<file path="src/rtl/vga_pkg.sv">
// Shared types and helpers for the raster/affine video blocks: coefficient set,
// mode-total derivation and source pixel unpacking.
package vga_pkg;

  typedef struct packed {
    logic signed [15:0] ax;
    logic signed [15:0] ay;
    logic signed [15:0] bx;
    logic signed [15:0] by;
    logic signed [31:0] x0;
    logic signed [31:0] y0;
    logic               wrap;
    logic               fmt;
    logic [15:0]        border;
  } coef_t;

  // Unit-scale, unrotated mapping with wrap addressing and RGB565 source.
  function automatic coef_t identity_coef(input int frac);
    coef_t c;
    c      = '0;
    c.ax   = 16'(1 << frac);
    c.by   = 16'(1 << frac);
    c.wrap = 1'b1;
    return c;
  endfunction

  function automatic int line_total(input int vis, input int front, input int sync, input int back);
    return vis + front + sync + back;
  endfunction

  // Returns {r[4:0], g[5:0], b[4:0]} with every channel left-justified.
  function automatic logic [15:0] unpack_rgb(input logic [15:0] dq, input logic fmt);
    if (fmt) return {dq[11:8], 1'b0, dq[7:4], 2'b00, dq[3:0], 1'b0};
    return dq;
  endfunction

endpackage

</file>
<file path="src/rtl/vga_timing.sv">
// Raster counters (front, sync, back, visible order) with stage-0 strobes and
// hs/vs/de/frame_start delayed two cycles to line up with a two-stage pixel pipe.
module vga_timing
  import vga_pkg::*;
#(
  parameter int HVIS   = 1280,
  parameter int HFRONT = 48,
  parameter int HSYNC  = 112,
  parameter int HBACK  = 248,
  parameter int VVIS   = 1024,
  parameter int VFRONT = 1,
  parameter int VSYNC  = 3,
  parameter int VBACK  = 38
) (
  input  logic clk,
  input  logic rst,
  output logic vis,
  output logic line_start,
  output logic frame_end,
  output logic hs,
  output logic vs,
  output logic de,
  output logic frame_start
);

  localparam int HTOTAL = line_total(HVIS, HFRONT, HSYNC, HBACK);
  localparam int VTOTAL = line_total(VVIS, VFRONT, VSYNC, VBACK);
  localparam int HBLANK = HFRONT + HSYNC + HBACK;
  localparam int VBLANK = VFRONT + VSYNC + VBACK;
  localparam int HW     = $clog2(HTOTAL);
  localparam int VW     = $clog2(VTOTAL);

  logic [HW-1:0] hcnt;
  logic [VW-1:0] vcnt;
  logic          hs0, vs0, fs0, v_vis;
  logic [3:0]    d1, d2;

  always_ff @(posedge clk or posedge rst) begin
    if (rst) begin
      hcnt <= '0;
      vcnt <= '0;
    end else if (hcnt == HW'(HTOTAL - 1)) begin
      hcnt <= '0;
      vcnt <= (vcnt == VW'(VTOTAL - 1)) ? '0 : vcnt + 1'b1;
    end else begin
      hcnt <= hcnt + 1'b1;
    end
  end

  always_comb begin
    v_vis      = (vcnt >= VW'(VBLANK));
    vis        = (hcnt >= HW'(HBLANK)) && v_vis;
    line_start = (hcnt == HW'(HBLANK)) && v_vis;
    frame_end  = (hcnt == HW'(HTOTAL - 1)) && (vcnt == VW'(VTOTAL - 1));
    hs0        = !((hcnt >= HW'(HFRONT)) && (hcnt < HW'(HFRONT + HSYNC)));
    vs0        = !((vcnt >= VW'(VFRONT)) && (vcnt < VW'(VFRONT + VSYNC)));
    fs0        = (hcnt == '0) && (vcnt == '0);
  end

  // Delay line packs {hs, vs, de, frame_start}; idle value has syncs high.
  always_ff @(posedge clk or posedge rst) begin
    if (rst) begin
      d1 <= 4'b1100;
      d2 <= 4'b1100;
    end else begin
      d1 <= {hs0, vs0, vis, fs0};
      d2 <= d1;
    end
  end

  assign {hs, vs, de, frame_start} = d2;

endmodule

</file>
<file path="src/rtl/affine_vga.sv">
// Raster generator fetching each pixel from async SRAM through an affine
// (matrix + origin) texture mapping; coefficients switch only at frame end.
module affine_vga
  import vga_pkg::*;
#(
  parameter int HVIS   = 1280,
  parameter int HFRONT = 48,
  parameter int HSYNC  = 112,
  parameter int HBACK  = 248,
  parameter int VVIS   = 1024,
  parameter int VFRONT = 1,
  parameter int VSYNC  = 3,
  parameter int VBACK  = 38,
  parameter int BM_XW  = 9,
  parameter int BM_YW  = 9,
  parameter int FRAC   = 7,
  parameter int RGB_W  = 4
) (
  input  logic                        clk,
  input  logic                        rst,
  input  logic signed [15:0]          cfg_ax,
  input  logic signed [15:0]          cfg_ay,
  input  logic signed [15:0]          cfg_bx,
  input  logic signed [15:0]          cfg_by,
  input  logic signed [BM_XW+FRAC:0]  cfg_x0,
  input  logic signed [BM_YW+FRAC:0]  cfg_y0,
  input  logic                        cfg_wrap,
  input  logic [15:0]                 cfg_border,
  input  logic                        cfg_fmt,
  input  logic                        cfg_load,
  output logic                        cfg_pending,
  output logic                        frame_start,
  output logic                        hs,
  output logic                        vs,
  output logic                        de,
  output logic [RGB_W-1:0]            r,
  output logic [RGB_W-1:0]            g,
  output logic [RGB_W-1:0]            b,
  output logic [BM_YW+BM_XW-1:0]      sram_addr,
  input  logic [15:0]                 sram_dq,
  output logic                        sram_ce_n,
  output logic                        sram_oe_n,
  output logic                        sram_we_n,
  output logic                        sram_lb_n,
  output logic                        sram_ub_n
);

  localparam int    UW       = BM_XW + FRAC + 2;
  localparam int    VWD      = BM_YW + FRAC + 2;
  localparam coef_t COEF_RST = identity_coef(FRAC);

  logic vis, line_start, frame_end;

  vga_timing #(
    .HVIS(HVIS), .HFRONT(HFRONT), .HSYNC(HSYNC), .HBACK(HBACK),
    .VVIS(VVIS), .VFRONT(VFRONT), .VSYNC(VSYNC), .VBACK(VBACK)
  ) u_timing (
    .clk(clk), .rst(rst), .vis(vis), .line_start(line_start), .frame_end(frame_end),
    .hs(hs), .vs(vs), .de(de), .frame_start(frame_start)
  );

  // Config handshake: a cfg_load pulse captures every cfg_* input into the pending
  // set and raises cfg_pending; the frame-end cycle promotes pending to active and
  // drops cfg_pending unless a new load lands on that same cycle.
  coef_t cfg_in, act, pend, next_set;

  always_comb begin
    cfg_in        = '0;
    cfg_in.ax     = cfg_ax;
    cfg_in.ay     = cfg_ay;
    cfg_in.bx     = cfg_bx;
    cfg_in.by     = cfg_by;
    cfg_in.x0     = 32'(cfg_x0);
    cfg_in.y0     = 32'(cfg_y0);
    cfg_in.wrap   = cfg_wrap;
    cfg_in.fmt    = cfg_fmt;
    cfg_in.border = cfg_border;
    next_set      = cfg_pending ? pend : act;
  end

  always_ff @(posedge clk or posedge rst) begin
    if (rst) begin
      act         <= COEF_RST;
      pend        <= COEF_RST;
      cfg_pending <= 1'b0;
    end else begin
      if (frame_end && cfg_pending) act <= pend;
      if (cfg_load) pend <= cfg_in;
      cfg_pending <= cfg_load | (cfg_pending & ~frame_end);
    end
  end

  logic signed [UW-1:0]  u_acc, u_line, u_pix;
  logic signed [VWD-1:0] v_acc, v_line, v_pix;
  logic                  u_ok, v_ok, in_rng;

  // On the line-start cycle the line origin is used directly so the first pixel
  // enters stage 1 without an extra cycle.
  always_comb begin
    u_pix  = line_start ? u_line : u_acc;
    v_pix  = line_start ? v_line : v_acc;
    u_ok   = (u_pix[UW-1 -: 2] == 2'b00);
    v_ok   = (v_pix[VWD-1 -: 2] == 2'b00);
    in_rng = act.wrap | (u_ok & v_ok);
  end

  always_ff @(posedge clk or posedge rst) begin
    if (rst) begin
      u_line <= '0;
      v_line <= '0;
      u_acc  <= '0;
      v_acc  <= '0;
    end else begin
      if (frame_end) begin
        u_line <= UW'(next_set.x0);
        v_line <= VWD'(next_set.y0);
      end else if (line_start) begin
        u_line <= u_line + UW'($signed(act.bx));
        v_line <= v_line + VWD'($signed(act.by));
      end
      if (vis) begin
        u_acc <= u_pix + UW'($signed(act.ax));
        v_acc <= v_pix + VWD'($signed(act.ay));
      end
    end
  end

  // Stage 1: SRAM address/strobes plus the per-pixel attributes stage 2 needs,
  // carried along because the active set can switch under the last pixel.
  logic        vis1, bord1, fmt1;
  logic [15:0] bcol1, pix;

  always_ff @(posedge clk or posedge rst) begin
    if (rst) begin
      sram_addr <= '0;
      sram_ce_n <= 1'b1;
      vis1      <= 1'b0;
      bord1     <= 1'b0;
      fmt1      <= 1'b0;
      bcol1     <= '0;
    end else begin
      if (vis) sram_addr <= {v_pix[FRAC +: BM_YW], u_pix[FRAC +: BM_XW]};
      sram_ce_n <= ~(vis & in_rng);
      vis1      <= vis;
      bord1     <= vis & ~in_rng;
      fmt1      <= act.fmt;
      bcol1     <= act.border;
    end
  end

  assign sram_oe_n = sram_ce_n;
  assign sram_lb_n = sram_ce_n;
  assign sram_ub_n = sram_ce_n;
  assign sram_we_n = 1'b1;

  always_comb pix = bord1 ? bcol1 : unpack_rgb(sram_dq, fmt1);

  always_ff @(posedge clk or posedge rst) begin
    if (rst) begin
      r <= '0;
      g <= '0;
      b <= '0;
    end else if (vis1) begin
      r <= RGB_W'(pix[15:11] >> (5 - RGB_W));
      g <= RGB_W'(pix[10:5] >> (6 - RGB_W));
      b <= RGB_W'(pix[4:0] >> (5 - RGB_W));
    end else begin
      r <= '0;
      g <= '0;
      b <= '0;
    end
  end

endmodule
</file>
<file path="config.mk">
export PLATFORM = sky130hd
export DESIGN_NAME = affine_vga
export DESIGN_NICKNAME = d
export VERILOG_FILES = /design/src/rtl/vga_pkg.sv /design/src/rtl/vga_timing.sv /design/src/rtl/affine_vga.sv
export SDC_FILE = /design/constraint.sdc
export NUM_CORES = 1
export LEC_CHECK = 0
export BUFFER_PORTS_ARGS = -buffer_cell sky130_fd_sc_hd__buf_2
export CAP_MARGIN = 20
export CORE_MARGIN = 8
export CORE_UTILIZATION = 53
export CTS_CLUSTER_DIAMETER = 80
export DETAILED_ROUTE_END_ITERATION = 10
export GPL_TIMING_DRIVEN = 0
export PLACE_DENSITY = 0.74
export SYNTH_ARGS = -nofsm -noshare
export SYNTH_HDL_FRONTEND = slang
export SYNTH_SLANG_ARGS = --single-unit
</file>
<file path="constraint.sdc">
create_clock -name clk -period 16.4 [get_ports clk]
set_input_delay 1.64 -clock clk [delete_from_list [all_inputs] [get_ports clk]]
set_output_delay 1.64 -clock clk [all_outputs]
set_load 0.01 [all_outputs]
</file>
Yosys cells after proc, flatten, opt, wreduce, memory -nomap -nowiden
Cells that the tools add are included.
- add/subtract/negate cells: 6
- magnitude comparators: 6
- equality and inequality tests: 3
- muxes and demuxes: 16
- bitwise logic cells: 9
- reductions and logical operators: 14
- operators by type and width (operator ; number):
    two-way mux 18 bit ; 6
    adder 18 x 16 -> 18 bit ; 4
    two-way mux 68 bit ; 1
    two-way mux 16 bit ; 3
    adder 11 x 1 -> 11 bit (second input constant) ; 2
    == test 11 bit (second input constant) ; 2
    >= comparator 11 x 6 -> 1 bit (second input constant) ; 2
    zero test 11 bit ; 2
    two-way mux 11 bit ; 2
    two-way mux 4 bit ; 3
    == test 11 x 9 -> 1 bit (second input constant) ; 1
    >= comparator 11 x 1 -> 1 bit (second input constant) ; 1
    >= comparator 11 x 9 -> 1 bit (second input constant) ; 1
    less-than comparator 11 x 3 -> 1 bit (second input constant) ; 1
    less-than comparator 11 x 8 -> 1 bit (second input constant) ; 1
    logical AND 1 bit ; 7
    AND 1 bit ; 4
    zero test 2 bit ; 2
    NOT 1 bit ; 3
    zero test 1 bit ; 2
    bitwise OR 1 bit ; 2
    nonzero test 2 bit ; 1
    two-way mux 1 bit ; 1
- bits in registers: 385
- bits of input ports: 135
- output and inout bits: 40
- word-level logic and storage cells: 90

Longest topological paths before layout
- depth after elaboration: 8
- depth in mapped cells: 20
- gate-level depth less buffers: 17

Hierarchy
Synthesis repeated with hierarchy kept, for this count alone.
- cell total of the unflattened synthesis: 1489
- area total of the unflattened synthesis: 18238.7 um2
- modules (own cells, without submodules) (module ; times used ; cells each ; area an instance (um2) ; sequential area each (um2)):
    affine_vga ; 1 ; 1343 ; 16713.5 ; 8592.0
    vga_timing ; 1 ; 146 ; 1525.2 ; 755.7

Worst setup path before layout
OpenSTA, ideal clock, no wires.
- kind: flip-flop to flip-flop
- from: register u_timing.hcnt[5]
- to: register u_acc[14]
- library setup time: 129 ps
- arrival time: 3879 ps
- required time: 16271 ps
- path slack: 12393 ps
- cell stages (with the launch flop): 21
- buffers on the path: 4
- period minus slack after synthesis: 4007 ps
- cell sequence: dfrtp_1 > or2_1 > buf_2 > nor3b_2 > nand3_1 > or2_1 > buf_6 > buf_2 > buf_2 > nand2_1 > nand2_1 > ha_1 > fa_1 > a21o_1 > a41oi_1 > o21ai_1 > o311a_1 > a31oi_1 > o21ai_0 > xnor2_1 > o21ai_1
- word-level cells in the longest chain between the ends: 4
- elaborated cells between the ends (all ways): 6
- those cells by class: add/sub (1); order compare (1); eq/ne (1); mux (1); reduce/logical (2)
- RTL lines (item ; RTL line ; RTL):
    start, declared ; vga_timing.sv:33 ; logic [HW-1:0] hcnt;
    start signal, assigned ; vga_timing.sv:46 ; hcnt <= hcnt + 1'b1;
    == test 11 x 9 -> 1 bit ; vga_timing.sv:53 ; line_start = (hcnt == HW'(HBLANK)) && v_vis;
    logical AND 1 bit ; vga_timing.sv:53 ;
    two-way mux 18 bit ; affine_vga.sv:100 ; u_pix = line_start ? u_line : u_acc;
    adder 18 x 16 -> 18 bit ; affine_vga.sv:122 ; u_acc <= u_pix + UW'($signed(act.ax));
    end signal, assigned ; affine_vga.sv:122 ;
    end, declared ; affine_vga.sv:93 ; logic signed [UW-1:0] u_acc, u_line, u_pix;
Parallel ways exist; a longest one is shown, timed or not.
A chain may end at the register's enable or synchronous reset.

Worst setup path in the final report
- from: register u_timing.hcnt[5]
- to: register u_acc[16]
Same word-level chain as after synthesis.

==> impl_metrics.env <==
export IMPL_diodes=0
export IMPL_worstSetupPathType="reg -> reg"
export IMPL_synth_top_cell_area_share_pct=48.2
export IMPL_hpwl_mm=35.0
export IMPL_cts_buffers=41
export IMPL_total_leakage_power_uw=0.0108
export IMPL_synth_edf_count=0
export IMPL_start_util_pct=53.2
export IMPL_worstHoldStart="u_timing.d1[3]"
export IMPL_die_width_um=204
export IMPL_cts_tree="yes"
export IMPL_areaGrowthSynthToFinish_pct=15.7
export IMPL_track_usage_pct=22.9
export IMPL_core_area_mm2=0.0352
export IMPL_grt_pass1_vias=14100
export IMPL_gp_congestion=0.925
export IMPL_critPathMaxStageDelay_ps=420
export IMPL_clk_pin_slew_ps=60
export IMPL_clk_path_buf_depth=3
export IMPL_ff2ff_setup_slack_ps=11460
export IMPL_final_layout_size_suffix_gt1_share_pct=28.2
export IMPL_wl_mm=47.5
export IMPL_holdPathStages=0
export IMPL_async_reset_ff_share_pct=100
export IMPL_multi_input_area_mm2=0.00889
export IMPL_fin_worst_skew_ps=19.0
export IMPL_grt_max_degree=113
export IMPL_antenna_found_initial=0
export IMPL_total_power_uw=2040
export IMPL_critPathMaxFanout=10
export IMPL_holdPathEnd="u_timing.d2[3]"
export IMPL_syn_cell_area_mm2=0.0187
export IMPL_rsz0062_at_grt="no"
export IMPL_final_cells=2354
export IMPL_firstDrtPassIters=7
export IMPL_yosysTopAreaCell="dfrtp_1"
export IMPL_io_pins=175
export IMPL_first_iter_violations=863
export IMPL_maxCapViolations=0
export IMPL_cts_sinks=372
export IMPL_dp_slack_ps=11590
export IMPL_clockRootBuffer="clkbuf_16"
export IMPL_max_freq_ghz=0.203
export IMPL_finalSetupViolCount=0
export IMPL_endpoint_kind="register"
export IMPL_vdd_drop_max_mv=0.0744
export IMPL_wl_per_cell_um=20.2
export IMPL_slew_violations=0
export IMPL_yosys_top_cells_area="dfrtp_1 (48%), mux2_2 (8.7%), mux2_4 (6.4%)"
export IMPL_worst_skew_pair_late_latency_ps=560
export IMPL_nets=2076
export IMPL_avgViaCountPerCell=5.73
export IMPL_ys_seq_area_share_pct=49.7
export IMPL_cp_data_arrival_time_ps=5370
export IMPL_ys_types=68
export IMPL_fp_dieH_um=204
export IMPL_ctsHoldBuffers=0
export IMPL_final_area_mm2=0.0217
export IMPL_ff_latch_area_mm2=0.00932
export IMPL_crit_path_top_delay_cell="dfrtp_1"
export IMPL_hold_violations=0
export IMPL_synthCells=1649
export IMPL_place_inst=2281
export IMPL_cts_max_level=2
export IMPL_ys_top_cells_by_count="dfrtp_1 (361), nand2_1 (206), mux2_2 (145)"
export IMPL_synth_flop_cell="dfrtp_1"
export IMPL_maxSlewHeadroom_pct=40.6
export IMPL_hold_class="reg -> reg"
export IMPL_period_needed_ps=4940
export IMPL_drc=0
export IMPL_yosysMostFrequentCell="dfrtp_1"
export IMPL_worst_slack_ps=11460
export IMPL_p_per_area_mw_per_mm2=94.0
export IMPL_outcome="completed"
export IMPL_period_share_pct=30.1
export IMPL_critical_path_top_delay_family="compound AO/OA/AOI/OAI gates"
export IMPL_path_cells="or2_1 > buf_2 > nor3b_2 > nand3_1 > or2_1 > buf_6 > buf_2 > buf_2 > nand2_1 > nand2_1 > ha_1 > fa_1 > a21o_1 > a41oi_1 > o21ai_1 > o311a_1 > a31oi_1 > o31ai_1 > xnor2_1 > o21ai_1"
export IMPL_num_vias=13500
export IMPL_grt_pass1_wl_mm=76.0
export IMPL_rows=69
export IMPL_port_buffers=168
export IMPL_critPathMostFrequentCell="buf_2"
export IMPL_synth_area_per_cell_um2=11.4
export IMPL_cp_start_kind="register"
export IMPL_fillers=2850
export IMPL_timing_rr_end="u_acc[16]"
export IMPL_cts_setup_buffers=0
export IMPL_worstMarginPinSlew_ps=891
export IMPL_drtAntennaViolNets=0
export IMPL_rr_startpoint="u_timing.hcnt[5]"
export IMPL_post_cts_resized=0
export IMPL_grt_overflow_total=0
export IMPL_ys_ff_latch=372
export IMPL_finalSetupTns_ps=0
export IMPL_path_buf_inv=4
export IMPL_post_dp_cell_area_mm2=0.0203
export IMPL_critPathRequiredTime_ps=16830
export IMPL_syn_nets=1862
export IMPL_r2r_cells=20
export IMPL_dieArea_mm2=0.0416
export IMPL_ys_warn_count=0
## cell usage in the layout (no fill, tap or decap), drive strengths merged, types with 22 or more instances in the layout
cell type  Yosys  routed
dfrtp        361     361
clkbuf        36      90
ha            74      74
inv           21      24
a31oi         33      33
a21o          26      26
nand3         22      22
xor2          29      29
o21ai         98      98
a211oi        39      39
mux2         226     226
xnor2         38      38
buf           47     218
nor2          89      89
nand2        207     207
mux2i         41      41
nor3          22      22
a21oi         70      70
## metrics by stage
| step | util, % | hold slack, ps |
|---|---|---|
| final | 61.6 | 355 |
| after global routing | 61.6 | 359 |
| after CTS | 61.6 | 356 |
| after detailed placement | 57.5 | 347 |
| after global placement | 57.2 | 341 |
| after floorplan | - | 331 |
## power by group
group / switching (uW) / total, uW / leakage [uW] / internal, uW
clock: 382 / 990 / 0.000705 / 607
sequential: 20.2 / 967 / 0.00489 / 946
combinational: 41.6 / 83.4 / 0.00521 / 41.8
total: 444 / 2040 / 0.0108 / 1600
## flip-flops by register name, summed over array words and instances (netlist names), 11 cells and up
register,cells
sram_addr,18
pend,112
v_acc,18
act,112
u_line,18
u_acc,18
u_timing.vcnt,11
bcol1,12
v_line,18
u_timing.hcnt,11
## kinds of logic (layout without fill, tap and decap cells)
kind of cell    after synthesis  in the layout  synth area share (%)
simple gates                430            430                  10.5
flops                       372            372                  49.7
compound gates              330            330                  11.1
mux                         267            267                  17.4
buf+inv                     104            348                  2.85
fa+ha+maj                    78             78                  5.37
xor+xnor                     67             67                  3.13
other cells                   1              1                0.0200
## metal layers
layer	track usage [%]	share of wire, %	vias up
met3	4.85	6.0	103
li1	-	-	6282
met4	9.10	3.8	0
met1	30.4	44	6684
met5	0	0	-
met2	36.5	46	412
## how the worst max path moves through the flow
stage | from | end | cells past startpoint
floorplan | rst | act[100] | 1
global placement | rst | pend[139] | 2
detailed placement | u_timing.hcnt[5] | u_acc[16] | 20
CTS | u_timing.hcnt[5] | u_acc[16] | 20
global route | u_timing.hcnt[5] | u_acc[16] | 20
finish | u_timing.hcnt[5] | u_acc[16] | 20
## area by class of cell
cell class | instances | area share, %
multi-input combinational | 1173 | 41.0
timing repair buffer | 171 | 4.26
clock inverter | 19 | 1.33
inverter | 21 | 0.398
sequential | 372 | 43.0
buffer | 83 | 2.10
tap | 461 | 2.66
clock buffer | 54 | 5.32
Note: power is estimated with default switching activity, not from simulation.
